==> config.mk <==
export PLATFORM = sky130hd
export DESIGN_NAME = muldiv_unit
export DESIGN_NICKNAME = d
export VERILOG_FILES = /design/src/rtl/muldiv_unit.sv
export SDC_FILE = /design/constraint.sdc
export NUM_CORES = 1
export LEC_CHECK = 0
export CAP_MARGIN = 10
export CELL_PAD_IN_SITES_DETAIL_PLACEMENT = 2
export CELL_PAD_IN_SITES_GLOBAL_PLACEMENT = 2
export CORE_MARGIN = 1
export CORE_UTILIZATION = 35
export CTS_CLUSTER_DIAMETER = 150
export DETAILED_ROUTE_END_ITERATION = 10
export HOLD_SLACK_MARGIN = 0.12
export PLACE_DENSITY = 0.79
export SLEW_MARGIN = 20
export SYNTH_ARGS = -nofsm -noshare
export SYNTH_HDL_FRONTEND = slang
export SYNTH_SLANG_ARGS = --single-unit
==> constraint.sdc <==
create_clock -name clk_i -period 4.5 [get_ports clk_i]
set_input_delay 0.45 -clock clk_i [delete_from_list [all_inputs] [get_ports clk_i]]
set_output_delay 0.45 -clock clk_i [all_outputs]
set_load 0.005 [all_outputs]
==> src/rtl/muldiv_unit.sv <==
// Iterative MULT/MULTU/DIV/DIVU unit with HI/LO registers for the EX stage.
// Optional single-cycle multiplier when MULDIV_FAST_MUL_EN is defined.
module muldiv_unit #(
  parameter int WIDTH = 32
) (
  input  logic             clk_i,
  input  logic             rst_i,
  input  logic             start_i,
  input  logic [1:0]       op_i,
  input  logic [WIDTH-1:0] rs_i,
  input  logic [WIDTH-1:0] rt_i,
  input  logic             flush_i,
  input  logic             hilo_rd_i,
  output logic             busy_o,
  output logic             stall_o,
  output logic             done_o,
  output logic             div0_o,
  output logic [WIDTH-1:0] hi_o,
  output logic [WIDTH-1:0] lo_o
);

  // state  | meaning
  // IDLE   | waiting for start_i, HI/LO stable
  // RUN    | one multiplier / quotient bit per cycle
  // FIX    | sign correction and HI/LO write
  localparam int W2 = 2 * WIDTH;
  localparam int CW = $clog2(WIDTH) + 1;
  localparam logic [1:0] S_IDLE = 2'd0;
  localparam logic [1:0] S_RUN  = 2'd1;
  localparam logic [1:0] S_FIX  = 2'd2;
  localparam logic [CW-1:0] LAST_STEP = CW'(WIDTH - 1);

  logic [1:0]       r_state;
  logic [CW-1:0]    r_cnt;
  logic [W2-1:0]    r_acc;
  logic [WIDTH:0]   r_rem;
  logic [WIDTH-1:0] r_a;
  logic [WIDTH-1:0] r_b;
  logic [WIDTH-1:0] r_rs;
  logic             r_is_div;
  logic             r_div0;
  logic             r_qneg;
  logic             r_rneg;
  logic [WIDTH-1:0] r_hi;
  logic [WIDTH-1:0] r_lo;
  logic             r_done;
  logic             r_div0_flag;

  logic             w_accept;
  logic             w_rs_neg;
  logic             w_rt_neg;
  logic [WIDTH-1:0] w_rs_abs;
  logic [WIDTH-1:0] w_rt_abs;
  logic [WIDTH:0]   w_mul_sum;
  logic [WIDTH+1:0] w_trial;
  logic [WIDTH+1:0] w_diff;
  logic             w_ge;
  logic [W2-1:0]    w_mul_mag;
  logic [W2-1:0]    w_prod;
  logic [WIDTH-1:0] w_quo;
  logic [WIDTH-1:0] w_rem;

  assign w_accept = (r_state == S_IDLE) && start_i && !flush_i;
  assign w_rs_neg = ~op_i[0] & rs_i[WIDTH-1];
  assign w_rt_neg = ~op_i[0] & rt_i[WIDTH-1];
  assign w_rs_abs = w_rs_neg ? -rs_i : rs_i;
  assign w_rt_abs = w_rt_neg ? -rt_i : rt_i;

  assign w_mul_sum = {1'b0, r_acc[W2-1:WIDTH]} + {1'b0, (r_acc[0] ? r_a : {WIDTH{1'b0}})};

  // A borrow out of the trial subtraction means the divisor did not fit.
  assign w_trial = {r_rem, r_acc[WIDTH-1]};
  assign w_diff  = w_trial - {2'b00, r_b};
  assign w_ge    = ~w_diff[WIDTH+1];

`ifdef MULDIV_FAST_MUL_EN
  assign w_mul_mag = W2'(r_a) * W2'(r_b);
`else
  assign w_mul_mag = r_acc;
`endif
  assign w_prod = r_qneg ? -w_mul_mag : w_mul_mag;
  assign w_quo  = r_qneg ? -r_acc[WIDTH-1:0] : r_acc[WIDTH-1:0];
  assign w_rem  = r_rneg ? -r_rem[WIDTH-1:0] : r_rem[WIDTH-1:0];

  always_ff @(posedge clk_i) begin
    if (rst_i) begin
      r_state     <= S_IDLE;
      r_cnt       <= '0;
      r_acc       <= '0;
      r_rem       <= '0;
      r_a         <= '0;
      r_b         <= '0;
      r_rs        <= '0;
      r_is_div    <= 1'b0;
      r_div0      <= 1'b0;
      r_qneg      <= 1'b0;
      r_rneg      <= 1'b0;
      r_hi        <= '0;
      r_lo        <= '0;
      r_done      <= 1'b0;
      r_div0_flag <= 1'b0;
    end else begin
      r_done      <= 1'b0;
      r_div0_flag <= 1'b0;
      case (r_state)
        S_IDLE: begin
          if (w_accept) begin
            r_a      <= w_rs_abs;
            r_b      <= w_rt_abs;
            r_rs     <= rs_i;
            r_is_div <= op_i[1];
            r_div0   <= op_i[1] && (rt_i == '0);
            r_qneg   <= w_rs_neg ^ w_rt_neg;
            r_rneg   <= w_rs_neg;
            r_acc    <= {{WIDTH{1'b0}}, (op_i[1] ? w_rs_abs : w_rt_abs)};
            r_rem    <= '0;
            r_cnt    <= LAST_STEP;
`ifdef MULDIV_FAST_MUL_EN
            r_state  <= op_i[1] ? S_RUN : S_FIX;
`else
            r_state  <= S_RUN;
`endif
          end
        end
        S_RUN: begin
          if (flush_i) begin
            r_state <= S_IDLE;
          end else begin
            if (r_is_div) begin
              r_rem            <= w_ge ? w_diff[WIDTH:0] : w_trial[WIDTH:0];
              r_acc[WIDTH-1:0] <= {r_acc[WIDTH-2:0], w_ge};
            end else begin
              r_acc <= {w_mul_sum, r_acc[WIDTH-1:1]};
            end
            if (r_cnt == '0) r_state <= S_FIX;
            else             r_cnt   <= r_cnt - 1'b1;
          end
        end
        S_FIX: begin
          r_state <= S_IDLE;
          if (!flush_i) begin
            r_done      <= 1'b1;
            r_div0_flag <= r_div0;
            if (!r_is_div) begin
              {r_hi, r_lo} <= w_prod;
            end else if (r_div0) begin
              r_hi <= r_rs;
              r_lo <= '1;
            end else begin
              r_hi <= w_rem;
              r_lo <= w_quo;
            end
          end
        end
        default: r_state <= S_IDLE;
      endcase
    end
  end

  assign busy_o  = (r_state != S_IDLE);
  assign stall_o = busy_o & (hilo_rd_i | start_i);
  assign done_o  = r_done;
  assign div0_o  = r_div0_flag;
  assign hi_o    = r_hi;
  assign lo_o    = r_lo;

endmodule
After elaboration in Yosys (flattened, before gate mapping)
Cells that the tools add are included.
{"block": "totals", "register_bits": 271, "latch_bits": 0, "mem_bits_rw": 0, "rom_bits": 0, "inputBits": 71, "out_inout_bits": 68, "elab_cells": 89, "n_memories": 0}
{"block": "classes", "add_sub_neg": 8, "n_mul": 0, "div_mod_pow": 0, "order_cmp": 0, "n_eq_ne": 8, "shift": 0, "mux": 30, "bitwise_logic": 9, "n_reduce_logical": 18}
{"op": "32-bit two-way mux", "n": 12}
{"op": "64-bit two-way mux", "n": 3}
{"op": "33-bit two-way mux", "n": 4}
{"op": "32-bit negator", "n": 4}
{"op": "64-bit case mux with 2 select lines", "n": 1}
{"op": "33-bit case mux with 2 select lines", "n": 1}
{"op": "64-bit negator", "n": 1}
{"op": "34-bit by 32-bit subtractor with 34-bit output", "n": 1}
{"op": "32-bit by 32-bit adder with 33-bit output", "n": 1}
{"op": "32-bit zero test", "n": 1}
{"op": "6-bit two-way mux", "n": 3}
{"op": "6-bit case mux with 2 select lines", "n": 1}
{"op": "4-bit AND reduction", "n": 3}
{"op": "2-bit inequality test (second input constant)", "n": 5}
{"op": "6-bit zero test", "n": 1}
{"op": "2-bit two-way mux", "n": 3}
{"op": "2-bit AND reduction", "n": 3}
{"op": "6-bit by 1-bit subtractor with 6-bit output (second input constant)", "n": 1}
{"op": "1-bit NOT", "n": 4}
{"op": "2-bit case mux with 2 select lines", "n": 1}
{"op": "2-bit nonzero test", "n": 2}
{"op": "1-bit bitwise AND", "n": 3}
{"op": "1-bit logical AND", "n": 3}
{"op": "3-bit inequality test (second input constant)", "n": 1}
{"op": "10 further kinds", "n": 10}

Depth between registers and ports, before layout
{"block": "logic_depth", "word_depth": 6, "mapped_depth": 16, "depth_no_buf": 14}

Worst setup path after synthesis
OpenSTA, ideal clock, no wires.
{"block": "synth_timing", "path_kind": "reg-to-reg", "from": "reg r_acc[0]", "to": "reg r_acc[59]", "setup_ns": 0.117, "arrival_time_ns": 3.388, "required_ns": 4.383, "path_slack_ns": 0.995, "path_stages_with_launch": 15, "n_path_buf": 2, "synth_period_minus_slack_ns": 3.505, "cell_sequence": "dfxtp_1 -> clkbuf_1 -> clkbuf_1 -> and2_1 -> ha_1 -> a21o_1 -> a221o_1 -> a2111oi_0 -> or3b_2 -> nand2_1 -> o21bai_1 -> a221oi_1 -> o21bai_1 -> xor2_1 -> a22o_1"}
{"block": "synth_via", "elab_chain_len": 5}
{"item": "start, declared", "line_no": "35", "source": "logic [W2-1:0] r_acc;"}
{"item": "start signal, assigned", "line_no": "115", "source": "r_acc <= {{WIDTH{1'b0}}, (op_i[1] ? w_rs_abs : w_rt_abs)};"}
{"item": "start signal, assigned by index", "line_no": "131", "source": "r_acc[WIDTH-1:0] <= {r_acc[WIDTH-2:0], w_ge};"}
{"item": "start signal, assigned", "line_no": "133", "source": "r_acc <= {w_mul_sum, r_acc[WIDTH-1:1]};"}
{"item": "32-bit two-way mux", "line_no": "69", "source": "assign w_mul_sum = {1'b0, r_acc[W2-1:WIDTH]} + {1'b0, (r_acc[0] ? r_a : {WIDTH{1'b0}})};"}
{"item": "32-bit by 32-bit adder with 33-bit output", "line_no": "69"}
{"item": "32-bit two-way mux", "line_no": "129", "source": "if (r_is_div) begin"}
{"item": "64-bit two-way mux", "line_no": "126", "source": "if (flush_i) begin"}
{"item": "64-bit case mux with 2 select lines", "line_no": "105", "source": "case (r_state)"}
Every way passes these cells. The select of a mux whose other input is x is not followed.
A chain may end at the register's enable or synchronous reset.

Worst setup path after layout
Ends and elaborated chain as after synthesis.

==> metrics.md <==
| Metric | Value |
|---|---|
| Total GRT Usage | 0.296 |
| Post-synth EDFFs | 0 |
| Min Tclk post-route | 4.20 ns |
| Yosys top cell area share | 0.304 |
| Total grt overflow | 0 |
| Synth area leaders | dfxtp_1 (30%), nand2_1 (6.0%), xnor2_1 (5.5%) |
| Initial DRC count | 1014 |
| Port bufs | 138 |
| Post-synth top area cell | dfxtp_1 |
| Count leader, synth | nand2_1 |
| Layout cell share with drive strength beyond 1 | 0.0553 |
| Top cell by count, worst path | o21bai_1 |
| Die X | 227 µm |
| TNS Setup | 0 ns |
| CP max FO | 25 |
| Core area | 0.0501 mm² |
| Vias in the first global route | 18900 |
| # fillers | 5788 |
| Placed instance area | 0.0198 mm² |
| Layout Area Growth over Synthesis | 17.5% |
| Post-route cell area | 0.0209 mm² |
| Final hold violations | 0 |
| Starting Density | 0.355 |
| Max-cap violations | 0 |
| Setup crit end kind | flop |
| Clock latency on the worst-skew pair | 0.57 ns |
| Post-layout net count | 2510 |
| Global-route wire length before repair | 116000 µm |
| Postcts setup bufs | 0 |
| Syn avg cell area | 7.71 µm² |
| Max stage delay cell, worst path | dfxtp_1 |
| Max Buffers Root-to-Sink | 3 |
| Slew Viols, Final | 0 |
| Setup-failing EPs final | 0 |
| Seq/Total Area, Yosys | 0.304 |
| Syn Std Cell Area | 0.0178 mm² |
| Worst-Margin Slew | 0.996 ns |
| CP required | 4.94 ns |
| Setup Skew | 0.0227 ns |
| Top post-synthesis cells by count | nand2_1 (286), dfxtp_1 (270), nor2_1 (209) |
| Routed len/inst | 24.9 µm |
| Max-slew headroom | 0.319 |
| Syn Inst Count | 2304 |
| First-pass iteration count of the detailed router | 5 |
| Status | finished clean |
| CTS sink cnt | 270 |
| Largest net degree at the start of global routing | 173 |
| Kind of critical path | flop to flop |
| Fin crit share | 0.933 |
| Buf/Inv on CP | 0 |
| Leakage | 0.00771 µW |
| Final WL | 76300 µm |
| Placed insts | 3001 |
| Worst path cell trace | and2_1 > ha_1 > a21o_1 > a221o_1 > a2111oi_0 > or3b_2 > nand2_1 > o21bai_1 > a221oi_1 > o21bai_1 > xor2_1 > a22o_1 |
| Worst setup SP type | flop |
| Hold_buf cts | 0 |
| Largest stage delay on the critical path | 0.94 ns |
| Library cells used by synthesis | 73 |
| Arrival @ worst endpoint | 4.64 ns |
| CTS HTree Levels | 2 |
| Maximum vdd ir drop | 0.212 mV |
| Routability Congestion | 0.906 |
| CTS root buf | clkbuf_16 |
| Power Density | 313 mW/mm² |
| Post-cts resize count | 0 |
| CTS buffer count | 36 |
| DR vias/cell | 5.86 |
| Pre-CTS WS | 0.391 ns |
| I/O pin count | 139 |
| Initial antenna violation count | 0 |
| # DRC | 0 |
| DIE HEIGHT | 227 µm |
| Ys flop type | dfxtp_1 |
| Post-detail-place hpwl | 57100 µm |
| Register bit total from synthesis | 270 |
| Warnings from Yosys | 0 |
| CTS tree | yes |
| Row cnt | 82 |
| Final antenna-violating net count | 0 |
| Total Die Area | 0.0516 mm² |
| Antenna cell count | 0 |
| Clock transition at path regs | 0.06 ns |
| Crit path max-delay family | compound AO/OA/AOI/OAI gates |
| Fin cells | 3060 |
| Async S/R FF share, synth | 0 |
| Fmax | 238 MHz |
| Routed via count | 17900 |
| RSZ-0062 raised after global routing | false |
| Type of the most critical hold path | input pin to flop |
| Syn_nets | 2447 |
| Setup WS post-layout | 0.301 ns |
-- final cells by class --
class                      instances  area, µm²  area share
multi-input combinational       1805      11500       0.551
tap                              672        841      0.0403
sequential                       270       5410       0.259
clock buffer                      55       1070      0.0514
clock inverter                     4       30.0     0.00144
inverter                          75        282      0.0135
timing repair buffer             179       1720      0.0826
-- sequential cells by signal, indices dropped and copies added (netlist names), 2 cells and up --
name	flops
r_acc	64
r_state	2
r_cnt	6
r_a	32
r_b	32
hi_o	32
r_rs	31
lo_o	32
r_rem	33
-- cell usage in the layout, fill, tap and decap left out, drive strengths merged, types with 46 or more instances in the layout --
master and count:
xor2 101, nand2 286, clkdlybuf4s50 136, inv 75, xnor2 112, o211ai 46
clkbuf 55, a211oi 122, a21oi 162, mux2i 72, dfxtp 270, ha 70
o21ai 163, nor3 46, nor2 209
-- cell families after synthesis --
kind of cell | after synthesis | share of synthesized area
and+or+nand+nor | 757 | 0.197
AOI/OAI and AO/OA | 688 | 0.250
muxes | 75 | 0.0425
adders and majority gates | 72 | 0.0516
xor gates and xnor gates | 213 | 0.105
buffers and inverters | 229 | 0.0493
DFF | 270 | 0.304
-- final timing paths --
path	startpoint	depth (start not counted)	endpoint	slack (ns)
setup / recovery	r_acc[0]$_SDFFE_PP0P_	12	r_acc[59]$_SDFFE_PP0P_	0.30
hold / removal	rst_i	2	r_cnt[0]$_SDFFE_PP0P_	0.26
setup reg to reg	r_acc[0]$_SDFFE_PP0P_	12	r_acc[59]$_SDFFE_PP0P_	0.30
hold reg to reg	hi_o[30]$_SDFFE_PP0P_	2	hi_o[30]$_SDFFE_PP0P_	0.46
-- stage by stage --
stage	power, µW	hold slack, ns	utilization
final	6540	0.260	0.417
after detailed placement	3750	0.451	0.395
after CTS	6590	0.247	0.417
after global placement	3700	0.441	0.395
after global routing	6760	0.275	0.417
after floorplan	3290	0.432	-
-- power by group --
group / internal (µW) / switching, µW
clock: 1630 / 1180
combinational: 394 / 737
sequential: 2490 / 108
-- routing by layer --
metal | vias to the layer above | part of all wire | GRT usage
li1 | 8331 | - | -
met1 | 9043 | 0.44 | 0.381
met2 | 412 | 0.48 | 0.501
met3 | 131 | 0.045 | 0.0394
met4 | 0 | 0.036 | 0.109
met5 | - | 0 | 0
-- worst register-to-register path, stage by stage (launching register included) --
cell and delay, ns:
dfxtp_1 0.94, and2_1 0.27, ha_1 0.31, a21o_1 0.23
a221o_1 0.36, a2111oi_0 0.37, or3b_2 0.53, nand2_1 0.10
o21bai_1 0.18, a221oi_1 0.31, o21bai_1 0.11, xor2_1 0.15
a22o_1 0.20
Power figures use the tool's default switching activity.
